## src/rtl/modulation_stream_if.sv

```systemverilog
// Handshake bundle for the modulation stream: serial coded bits in, packed I/Q symbols out.
// slave is the mapper side, master is the producer/consumer side.
interface modulation_stream_if #(
  parameter int IQ_W = 16
);
  logic              bits_in;
  logic              bits_in_valid;
  logic              bits_in_last;
  logic              bits_in_ready;
  logic [2*IQ_W-1:0] iq_out;
  logic              iq_out_valid;
  logic              iq_out_last;
  logic              iq_out_ready;

  modport slave (
    input  bits_in, bits_in_valid, bits_in_last, iq_out_ready,
    output bits_in_ready, iq_out, iq_out_valid, iq_out_last
  );

  modport master (
    output bits_in, bits_in_valid, bits_in_last, iq_out_ready,
    input  bits_in_ready, iq_out, iq_out_valid, iq_out_last
  );
endinterface

```

## src/rtl/modulation_stream.sv

```systemverilog
// Serial-bit to Gray-coded BPSK/QPSK/16/64/256-QAM mapper with a one-deep registered IQ output.
// Illegal modes degrade to 1-bit zero symbols and raise a sticky mode_err.
module modulation_stream #(
  parameter int IQ_W      = 16,
  parameter bit EN_256QAM = 1'b1
) (
  input  logic                clk,
  input  logic                phy_tx_arest,
  input  logic [3:0]          N_BPSC,
  modulation_stream_if.slave  io,
  output logic                mode_err
);

  localparam int SHL = (IQ_W > 16) ? (IQ_W - 16) : 0;
  localparam int SHR = (IQ_W < 16) ? (16 - IQ_W) : 0;

  logic [3:0]          cnt_q, cnt_d;
  logic [3:0]          mode_q, mode_d;
  logic [7:0]          bits_q, bits_d;
  logic [2*IQ_W-1:0]   iq_q, iq_d;
  logic                valid_q, valid_d;
  logic                last_q, last_d;
  logic                err_q, err_d;

  logic                accept_s;
  logic                legal_s;
  logic                complete_s;
  logic [3:0]          sym_mode_s;
  logic [3:0]          sym_len_s;
  logic [7:0]          sym_bits_s;
  logic [3:0]          q_bits_s;
  logic [2:0]          axis_w_s;
  logic [15:0]         step_s;
  logic signed [15:0]  i16_s;
  logic signed [15:0]  q16_s;

  function automatic logic legal_mode(input logic [3:0] m);
    case (m)
      4'd1, 4'd2, 4'd4, 4'd6: legal_mode = 1'b1;
      4'd8:                   legal_mode = EN_256QAM;
      default:                legal_mode = 1'b0;
    endcase
  endfunction

  function automatic logic [15:0] unit_step(input logic [3:0] m);
    case (m)
      4'd1:    unit_step = 16'd16384;
      4'd2:    unit_step = 16'd11585;
      4'd4:    unit_step = 16'd5181;
      4'd6:    unit_step = 16'd2528;
      4'd8:    unit_step = 16'd1257;
      default: unit_step = 16'd0;
    endcase
  endfunction

  function automatic logic [2:0] axis_width(input logic [3:0] m);
    case (m)
      4'd4:    axis_width = 3'd2;
      4'd6:    axis_width = 3'd3;
      4'd8:    axis_width = 3'd4;
      default: axis_width = 3'd1;
    endcase
  endfunction

  // ab[0] is the first-received bit of the axis, i.e. the Gray MSB.
  function automatic logic signed [15:0] map_axis(input logic [3:0] ab, input logic [2:0] w,
                                                  input logic [15:0] step);
    logic [3:0]         gp;
    logic [3:0]         idx;
    logic [5:0]         span;
    logic signed [5:0]  lvl;
    logic signed [22:0] prod;
    gp[0] = ab[0];
    gp[1] = gp[0] ^ ab[1];
    gp[2] = gp[1] ^ ab[2];
    gp[3] = gp[2] ^ ab[3];
    idx   = {gp[0], gp[1], gp[2], gp[3]} >> (3'd4 - w);
    span  = (6'd1 << w) - 6'd1;
    lvl   = $signed({1'b0, idx, 1'b0}) - $signed(span);
    prod  = lvl * $signed({1'b0, step});
    return prod[15:0];
  endfunction

  function automatic logic [IQ_W-1:0] widen(input logic signed [15:0] v);
    logic signed [23:0] ext;
    ext = {{8{v[15]}}, v};
    ext = (ext <<< SHL) >>> SHR;
    return ext[IQ_W-1:0];
  endfunction

  assign io.bits_in_ready = ~valid_q | io.iq_out_ready;
  assign io.iq_out        = iq_q;
  assign io.iq_out_valid  = valid_q;
  assign io.iq_out_last   = last_q;
  assign mode_err         = err_q;

  // Bit collection, symbol completion and next output register contents.
  always_comb begin
    accept_s   = io.bits_in_valid & io.bits_in_ready;
    sym_mode_s = (cnt_q == 4'd0) ? N_BPSC : mode_q;
    legal_s    = legal_mode(sym_mode_s);
    sym_len_s  = legal_s ? sym_mode_s : 4'd1;
    sym_bits_s = bits_q | ({7'd0, io.bits_in} << cnt_q);
    complete_s = accept_s & (((cnt_q + 4'd1) == sym_len_s) | io.bits_in_last);
    axis_w_s   = axis_width(sym_mode_s);
    step_s     = unit_step(sym_mode_s);
    q_bits_s   = 4'(sym_bits_s >> axis_w_s);
    i16_s      = map_axis(sym_bits_s[3:0], axis_w_s, step_s);
    q16_s      = (sym_mode_s == 4'd1) ? 16'sd0 : map_axis(q_bits_s, axis_w_s, step_s);

    cnt_d   = cnt_q;
    mode_d  = mode_q;
    bits_d  = bits_q;
    iq_d    = iq_q;
    valid_d = valid_q;
    last_d  = last_q;
    err_d   = err_q;

    if (accept_s) begin
      mode_d = sym_mode_s;
      if (complete_s) begin
        cnt_d  = 4'd0;
        bits_d = 8'd0;
      end else begin
        cnt_d  = cnt_q + 4'd1;
        bits_d = sym_bits_s;
      end
    end else begin
      cnt_d  = cnt_q;
      bits_d = bits_q;
    end

    // A completion can only coincide with a free or draining output slot.
    if (complete_s) begin
      valid_d = 1'b1;
      last_d  = io.bits_in_last;
      iq_d    = legal_s ? {widen(i16_s), widen(q16_s)} : '0;
      err_d   = err_q | ~legal_s;
    end else if (io.iq_out_ready) begin
      valid_d = 1'b0;
      last_d  = 1'b0;
    end else begin
      valid_d = valid_q;
      last_d  = last_q;
    end
  end

  // State and output registers with asynchronous reset.
  always_ff @(posedge clk or posedge phy_tx_arest) begin
    if (phy_tx_arest) begin
      cnt_q   <= 4'd0;
      mode_q  <= 4'd0;
      bits_q  <= 8'd0;
      iq_q    <= '0;
      valid_q <= 1'b0;
      last_q  <= 1'b0;
      err_q   <= 1'b0;
    end else begin
      cnt_q   <= cnt_d;
      mode_q  <= mode_d;
      bits_q  <= bits_d;
      iq_q    <= iq_d;
      valid_q <= valid_d;
      last_q  <= last_d;
      err_q   <= err_d;
    end
  end

endmodule

```

## src/flat_wrapper.sv

```systemverilog
// flat-port wrapper written by rule: the top's interface ports become plain ports
module modulation_stream_flat 
#(
  parameter int IQ_W      = 16,
  parameter bit EN_256QAM = 1'b1
)
  (clk, phy_tx_arest, N_BPSC, mode_err, io_bits_in, io_bits_in_valid, io_bits_in_last, io_iq_out_ready, io_bits_in_ready, io_iq_out, io_iq_out_valid, io_iq_out_last);
  modulation_stream_if #(.IQ_W(IQ_W)) io_i ();
  input  logic clk;
  input  logic phy_tx_arest;
  input  logic [3:0] N_BPSC;
  output logic mode_err;
  input wire logic [$bits(io_i.bits_in)-1:0] io_bits_in;
  input wire logic [$bits(io_i.bits_in_valid)-1:0] io_bits_in_valid;
  input wire logic [$bits(io_i.bits_in_last)-1:0] io_bits_in_last;
  input wire logic [$bits(io_i.iq_out_ready)-1:0] io_iq_out_ready;
  output wire logic [$bits(io_i.bits_in_ready)-1:0] io_bits_in_ready;
  output wire logic [$bits(io_i.iq_out)-1:0] io_iq_out;
  output wire logic [$bits(io_i.iq_out_valid)-1:0] io_iq_out_valid;
  output wire logic [$bits(io_i.iq_out_last)-1:0] io_iq_out_last;
  assign io_i.bits_in = io_bits_in;
  assign io_i.bits_in_valid = io_bits_in_valid;
  assign io_i.bits_in_last = io_bits_in_last;
  assign io_i.iq_out_ready = io_iq_out_ready;
  assign io_bits_in_ready = io_i.bits_in_ready;
  assign io_iq_out = io_i.iq_out;
  assign io_iq_out_valid = io_i.iq_out_valid;
  assign io_iq_out_last = io_i.iq_out_last;
  modulation_stream #(.IQ_W(IQ_W), .EN_256QAM(EN_256QAM)) u_core (.clk(clk), .phy_tx_arest(phy_tx_arest), .N_BPSC(N_BPSC), .io(io_i), .mode_err(mode_err));
endmodule
```

## config.mk

```make
export PLATFORM = sky130hd
export DESIGN_NAME = modulation_stream_flat
export DESIGN_NICKNAME = d
export VERILOG_FILES = /design/src/rtl/modulation_stream_if.sv /design/src/rtl/modulation_stream.sv /design/src/flat_wrapper.sv
export SDC_FILE = /design/constraint.sdc
export NUM_CORES = 1
export LEC_CHECK = 0
export ABC_CLOCK_PERIOD_IN_PS = 25800
export CORE_MARGIN = 2
export CORE_UTILIZATION = 45
export CTS_BUF_LIST = sky130_fd_sc_hd__clkbuf_8 sky130_fd_sc_hd__clkbuf_16
export CTS_CLUSTER_SIZE = 14
export DETAILED_ROUTE_END_ITERATION = 10
export PLACE_DENSITY = 0.74
export SYNTH_ARGS = -nofsm -noshare
export SYNTH_HDL_FRONTEND = slang
export SYNTH_SLANG_ARGS = --single-unit
export TNS_END_PERCENT = 1
```

## constraint.sdc

```tcl
create_clock -name clk -period 25.8 [get_ports clk]
set_clock_uncertainty 0.1 [all_clocks]
set_input_delay 5.16 -clock clk [delete_from_list [all_inputs] [get_ports clk]]
set_output_delay 5.16 -clock clk [all_outputs]
set_load 0.01 [all_outputs]
```

# Word level (Yosys, flattened, before mapping)
# Index checks and enable logic that the tools add are counted.
[op_classes] shifts=5 add_sub_neg=5 mux=12 eq_ne=6 n_mul=2 reduce_logical=3 bitwise_logic=14
[op_table] cell="one-hot mux 15 bit (5 select lines)" count=1
[op_table] cell="multiplier 6 x 16 -> 16 bit" count=2
[op_table] cell="2-to-1 mux 32 bit" count=1
[op_table] cell="2-to-1 mux 16 bit" count=1
[op_table] cell="2-to-1 mux 4 bit" count=3
[op_table] cell="subtractor 6 bit" count=2
[op_table] cell="one-hot mux 3 bit (3 select lines)" count=1
[op_table] cell="== test 4 x 3 -> 1 bit, second input constant" count=2
[op_table] cell="2-to-1 mux 8 bit" count=1
[op_table] cell="bitwise OR 8 bit" count=1
[op_table] cell="left shift 1 x 4 -> 8 bit" count=1
[op_table] cell=">> shifter 4 x 3 -> 4 bit" count=2
[op_table] cell=">> shifter 8 x 3 -> 4 bit" count=1
[op_table] cell="left shift 1 x 3 -> 6 bit, first input constant" count=1
[op_table] cell="subtractor 6 x 1 -> 6 bit, second input constant" count=1
[op_table] cell="bitwise XOR 1 bit" count=6
[op_table] cell="OR reduction 5 bit" count=1
[op_table] cell="adder 4 x 1 -> 4 bit, second input constant" count=1
[op_table] cell="== test 4 x 1 -> 1 bit, second input constant" count=1
[op_table] cell="== test 4 x 2 -> 1 bit, second input constant" count=1
[op_table] cell="== test 4 bit" count=1
[op_table] cell="== test 4 bit, second input constant" count=1
[op_table] cell="logical NOT 4 bit" count=1
[op_table] cell="2-to-1 mux 1 bit" count=4
[op_table] cell="other kinds (5)" count=9
[word_totals] elab_cells=54 regBits=51

# Logic depth before layout (Yosys ltp)
[logic_depth] depth_word=13 depth_mapped=40 ltp_nobuf=37

# Worst setup path after synthesis
# Ideal clock, no wire load.
[synth_path] kind="input to register" start="input port N_BPSC[1]" end="register u_core.iq_q[15] (netlist: u_core.io.iq_out[15])" setup_time_ns=0.119 t_required_ns=25.581 slack_ns=13.284 arrival_ns=12.297 path_stages=35 path_cell_list="buf_2 -> nor4b_2 -> mux2_4 -> buf_2 -> nand2_1 -> o21ai_0 -> a21oi_1 -> xnor2_1 -> xnor2_1 -> xnor2_1 -> a21oi_1 -> nor2_1 -> ha_1 -> a21o_1 -> a21oi_1 -> o21bai_1 -> a21oi_1 -> xor2_1 -> fa_1 -> fa_1 -> inv_1 -> fa_1 -> ha_1 -> inv_1 -> fa_1 -> nor2b_1 -> o21ai_0 -> a21boi_0 -> o21ai_0 -> a21oi_1 -> a31oi_1 -> xnor2_1 -> xnor2_2 -> o31ai_2 -> o21ba_1"
[synth_via] elab_chain_cells=12 word_cells_on_any_way=26 cone_classes="3 x add/sub; 1 x mul; 6 x eq/ne; 3 x shift; 7 x mux; 5 x bitwise; 1 x reduce/logical"
[synth_rtl] item="start: declaration" line="flat_wrapper.sv:11" rtl="input logic [3:0] N_BPSC;"
[synth_rtl] item="2-to-1 mux 4 bit *" line="modulation_stream.sv:100" rtl="sym_mode_s = (cnt_q == 4'd0) ? N_BPSC : mode_q;"
[synth_rtl] item="== test 4 bit / == test 4 x 3 -> 1 bit (equally long branches)" line="modulation_stream.sv:38, modulation_stream.sv:46, modulation_stream.sv:57"
[synth_rtl] item="one-hot mux 3 bit (3 select lines)" line="modulation_stream.sv:57" rtl="case (m)"
[synth_rtl] item=">> shifter 8 x 3 -> 4 bit" line="modulation_stream.sv:107" rtl="q_bits_s = 4'(sym_bits_s >> axis_w_s);"
[synth_rtl] item="bitwise XOR 1 bit" line="modulation_stream.sv:74" rtl="gp[1] = gp[0] ^ ab[1];"
[synth_rtl] item="bitwise XOR 1 bit" line="modulation_stream.sv:75" rtl="gp[2] = gp[1] ^ ab[2];"
[synth_rtl] item="bitwise XOR 1 bit" line="modulation_stream.sv:76" rtl="gp[3] = gp[2] ^ ab[3];"
[synth_rtl] item=">> shifter 4 x 3 -> 4 bit" line="modulation_stream.sv:77" rtl="idx = {gp[0], gp[1], gp[2], gp[3]} >> (3'd4 - w);"
[synth_rtl] item="subtractor 6 bit" line="modulation_stream.sv:79" rtl="lvl = $signed({1'b0, idx, 1'b0}) - $signed(span);"
[synth_rtl] item="multiplier 6 x 16 -> 16 bit" line="modulation_stream.sv:80" rtl="prod = lvl * $signed({1'b0, step});"
[synth_rtl] item="2-to-1 mux 16 bit" line="modulation_stream.sv:109" rtl="q16_s = (sym_mode_s == 4'd1) ? 16'sd0 : map_axis(q_bits_s, axis_w_s, step_s);"
[synth_rtl] item="2-to-1 mux 32 bit" line="modulation_stream.sv:137" rtl="iq_d = legal_s ? {widen(i16_s), widen(q16_s)} : '0;"
[synth_rtl] item="end signal: assignment" line="modulation_stream.sv:162" rtl="iq_q <= iq_d;"
[synth_rtl] item="end: declaration" line="modulation_stream.sv:20" rtl="logic [2*IQ_W-1:0] iq_q, iq_d;"
# Every way passes the cells marked *; elsewhere a longest branch is shown, timed or not.
# A chain may end at the register's enable or synchronous reset.

# Worst setup path after layout
[layout_path] start="input port N_BPSC[0]" end="register u_core.iq_q[31] (netlist: u_core.io.iq_out[31])"
[layout_via] elab_chain_cells=8 word_cells_on_any_way=21 cone_classes="3 x add/sub; 1 x mul; 6 x eq/ne; 2 x shift; 6 x mux; 2 x bitwise; 1 x reduce/logical"
[layout_rtl] item="2-to-1 mux 4 bit *" line="modulation_stream.sv:100"
[layout_rtl] item="== test 4 bit (tied with other cells)" line="modulation_stream.sv:38, modulation_stream.sv:46, modulation_stream.sv:57"
[layout_rtl] item="one-hot mux 3 bit (3 select lines) / OR reduction 5 bit (equally long branches)"
[layout_rtl] item="subtractor 3 bit (tied with other cells)" line="modulation_stream.sv:77"
[layout_rtl] item=">> shifter 4 x 3 -> 4 bit (tied with other cells)" line="modulation_stream.sv:77"
[layout_rtl] item="subtractor 6 bit / == test 4 bit (equally long branches)" line="modulation_stream.sv:79, modulation_stream.sv:104"
[layout_rtl] item="multiplier 6 x 16 -> 16 bit / bitwise OR 1 bit (equally long branches)" line="modulation_stream.sv:80, modulation_stream.sv:104"
[layout_rtl] item="2-to-1 mux 32 bit / bitwise AND 1 bit (equally long branches)" line="modulation_stream.sv:137, modulation_stream.sv:104"
# Marked as above.

==> summary.txt <==
Clock network
  • Root Buffer: clkbuf_16
  • CTS tree: yes
  • Clock-pin slew on the worst setup and hold paths: 0.07 ns
  • Cts bufs inserted: 5
  • Setup repair bufs after CTS: 0
  • Cts hold-fix bufs: 0
  • CTS sink count: 51
  • Clock Tree Buf Depth: 2
  • Worst-Skew Late Latency: 0.32 ns
  • H-tree depth: 2
  • Resized Gates After CTS: 0

Worst setup path
  • CP most frequent cell: a21oi_1
  • Crit-path max FO: 15
  • Crit. End Element: register
  • Slowest-stage cell, CP: o21ai_1
  • Buf/Inv on CP: 4
  • R2R Setup Slk: 16.21 ns
  • Critical Path Source Type: primary input
  • Crit-path leading delay family: compound AO/OA/AOI/OAI gates
  • Worst EP arrival: 13.97 ns
  • Slowest stage delay, CP: 0.83 ns
  • Crit path kind: in -> reg
  • Req. time, crit path: 25.90 ns

Job
  • MaxCap Viol Count: 0

Drt
  • Routed Antenna Nets: 0
  • Pre-antenna DRT Iters: 5
  • DR vias: 5601
  • Post-route DRC: 0
  • Vias per inst: 5.33
  • Iter 0 DRT Violations: 410
  • Wirelength per Cell: 16.6 um
  • DRT Wirelength: 17.5 mm

Timing
  • RSZ-0062 raised after global routing: false
  • Tmin final: 13.87 ns
  • Final Hold Vio Count: 0
  • Setup tns final: 0 ns
  • Fmax: 72.1 MHz
  • Final period utilization: 53.7%
  • Setup violators final: 0
  • Slew headroom: 30.4%
  • Max-slew violations: 0
  • Worst Max-Slew Pin Slew: 1.04 ns

Synth
  • Yosys Warn Count: 0
  • Area contributors post-synth: fa_1 20%, dfrtp_1 18%, ha_1 13%, inv_1 6.1%, xnor2_1 5.3%
  • Post-synth ARST share: 100%
  • Post-synthesis cell area: 7240 sq um
  • Post-Syn Area per Cell: 8.92 sq um
  • EDFF count, synth: 0
  • Top cell type's share of synthesized area: 20.5%
  • Seq/Total Area, Yosys: 17.6%
  • Synth Register Bits: 51
  • Syn Inst Count: 811
  • Synth area leader: fa_1
  • Library cells used by synthesis: 79
  • Top FF cell, synth: dfrtp_1
  • Syn Nets: 971

Floorplan
  • Die W: 131 um
  • Initial Util: 45.7%
  • Core Footprint: 15800 sq um
  • Die ar.: 17100 sq um
  • Die Span Y: 131 um
  • FP Rows: 46
  • Ports: 46

GRT
  • Initial antenna violation count: 0
  • Largest net degree at the start of global routing: 52
  • First-pass GRT wire length: 29.7 mm
  • Vias in the first global route: 5867
  • Grt ovf: 0
  • Total Routing Usage GR: 22.3%

Cells and area
  • Share of cells above drive strength 1: 6.24%
  • Multi-input gate area: 5310 sq um
  • Filler-free cell count of the finished design: 1050
  • Synthesis-to-layout area growth: 10.3%
  • Diodes inserted: 0
  • Most frequent cells in the layout: 117 x inv_1, 83 x nor2_1, 77 x nand2_1
  • Final net count: 993
  • Storage element area: 1280 sq um
  • Fill cells: 1495
  • Most common cell after layout, fill and taps aside: inv_1

Outcome
  • Status: finished, final reports clean

Placed design
  • Port buffer count: 45
  • Post-DP HPWL: 13.6 mm
  • Placed cell count: 1042
  • GP Congestion: 0.939

Min path
  • Hold Path Class: reg -> reg
-- stage by stage --
stage	worst slack (ns)	hold slack (ns)	util [%]	instance area, sq um
after floorplan	13.28	0.357	-	7240
after global placement	11.89	0.350	49.2	7790
after detailed placement	11.70	0.355	49.2	7790
after CTS	11.97	0.373	50.4	7980
after global routing	11.30	0.401	50.4	7980
final	11.93	0.367	50.4	7980
-- sequential cells by signal, summed over array words and instances (netlist names) --
| register | count |
|---|---|
| u_core.io.iq_out | 32 |
| u_core.bits_q | 8 |
| u_core.cnt_q | 4 |
| u_core.mode_q | 4 |
| u_core.io.iq_out_last | 1 |
| u_core.io.iq_out_valid | 1 |
| u_core.mode_err | 1 |
-- routing by layer --
metal | GRT usage (%) | wire length (um) | vias to the layer above
li1 | - | - | 2692
met1 | 30.3 | 7880 | 2685
met2 | 36.1 | 7980 | 178
met3 | 3.50 | 1010 | 46
met4 | 8.70 | 607 | 0
met5 | 0 | 0 | -
-- cell type report --
type / count / area share (%)
Multi-Input combinational cell: 607 / 66.6
Sequential cell: 51 / 16.0
Timing Repair Buffer: 49 / 6.02
Inverter: 119 / 5.60
Tap cell: 216 / 3.39
Clock buffer: 5 / 1.57
Clock inverter: 3 / 0.893
-- worst paths after layout --
path	from	end	depth (start not counted)
worst min-delay path	u_core.io.iq_out[19]	u_core.io.iq_out[19]	2
worst max-delay path	N_BPSC[0]	u_core.io.iq_out[31]	30
worst min register to register	u_core.io.iq_out[19]	u_core.io.iq_out[19]	2
worst max register to register	u_core.cnt_q[0]	u_core.io.iq_out[15]	35
min in group asynchronous	phy_tx_arest	u_core.mode_q[0]	3
max in group asynchronous	phy_tx_arest	u_core.io.iq_out[13]	3
-- worst min-delay path, stage by stage (launching register included) --
cell     delay, ns
dfrtp_1       0.34
nand2_1       0.05
nand2_1       0.05
-- cell families (layout without fill, tap and decap cells) --
kind of cell	after synthesis	after routing	synth area share (%)
and+or+nand+nor	252	252	16.9
buffers and inverters	153	176	9.10
adders and majority gates	150	150	33.6
AOI/OAI and AO/OA	138	138	13.7
xor gates and xnor gates	57	57	7.47
DFF	51	51	17.6
muxes	10	10	1.57
-- cells in the mapped netlist, types with 4 or more instances --
library cell	n
buf_2	6
a31oi_1	5
ha_1	76
xor2_1	9
and2_1	4
fa_1	74
or2_2	4
and3_1	4
nor3b_1	5
or3_1	5
o21a_1	5
nor4_1	4
o21bai_1	7
dfrtp_1	51
o31ai_1	9
clkbuf_1	15
buf_4	4
nor2b_1	7
o211ai_1	4
mux2i_1	4
buf_6	8
nor3_1	11
mux2_2	4
nand3_1	16
a21o_1	9
o21ai_0	25
nand2_1	77
inv_1	118
xnor2_1	44
a21oi_1	39
nand2b_1	12
nor2_1	83
Power is left out: the tool's default activity adds up to more than one toggle a clock period on the data nets, which glitch-free logic cannot reach.
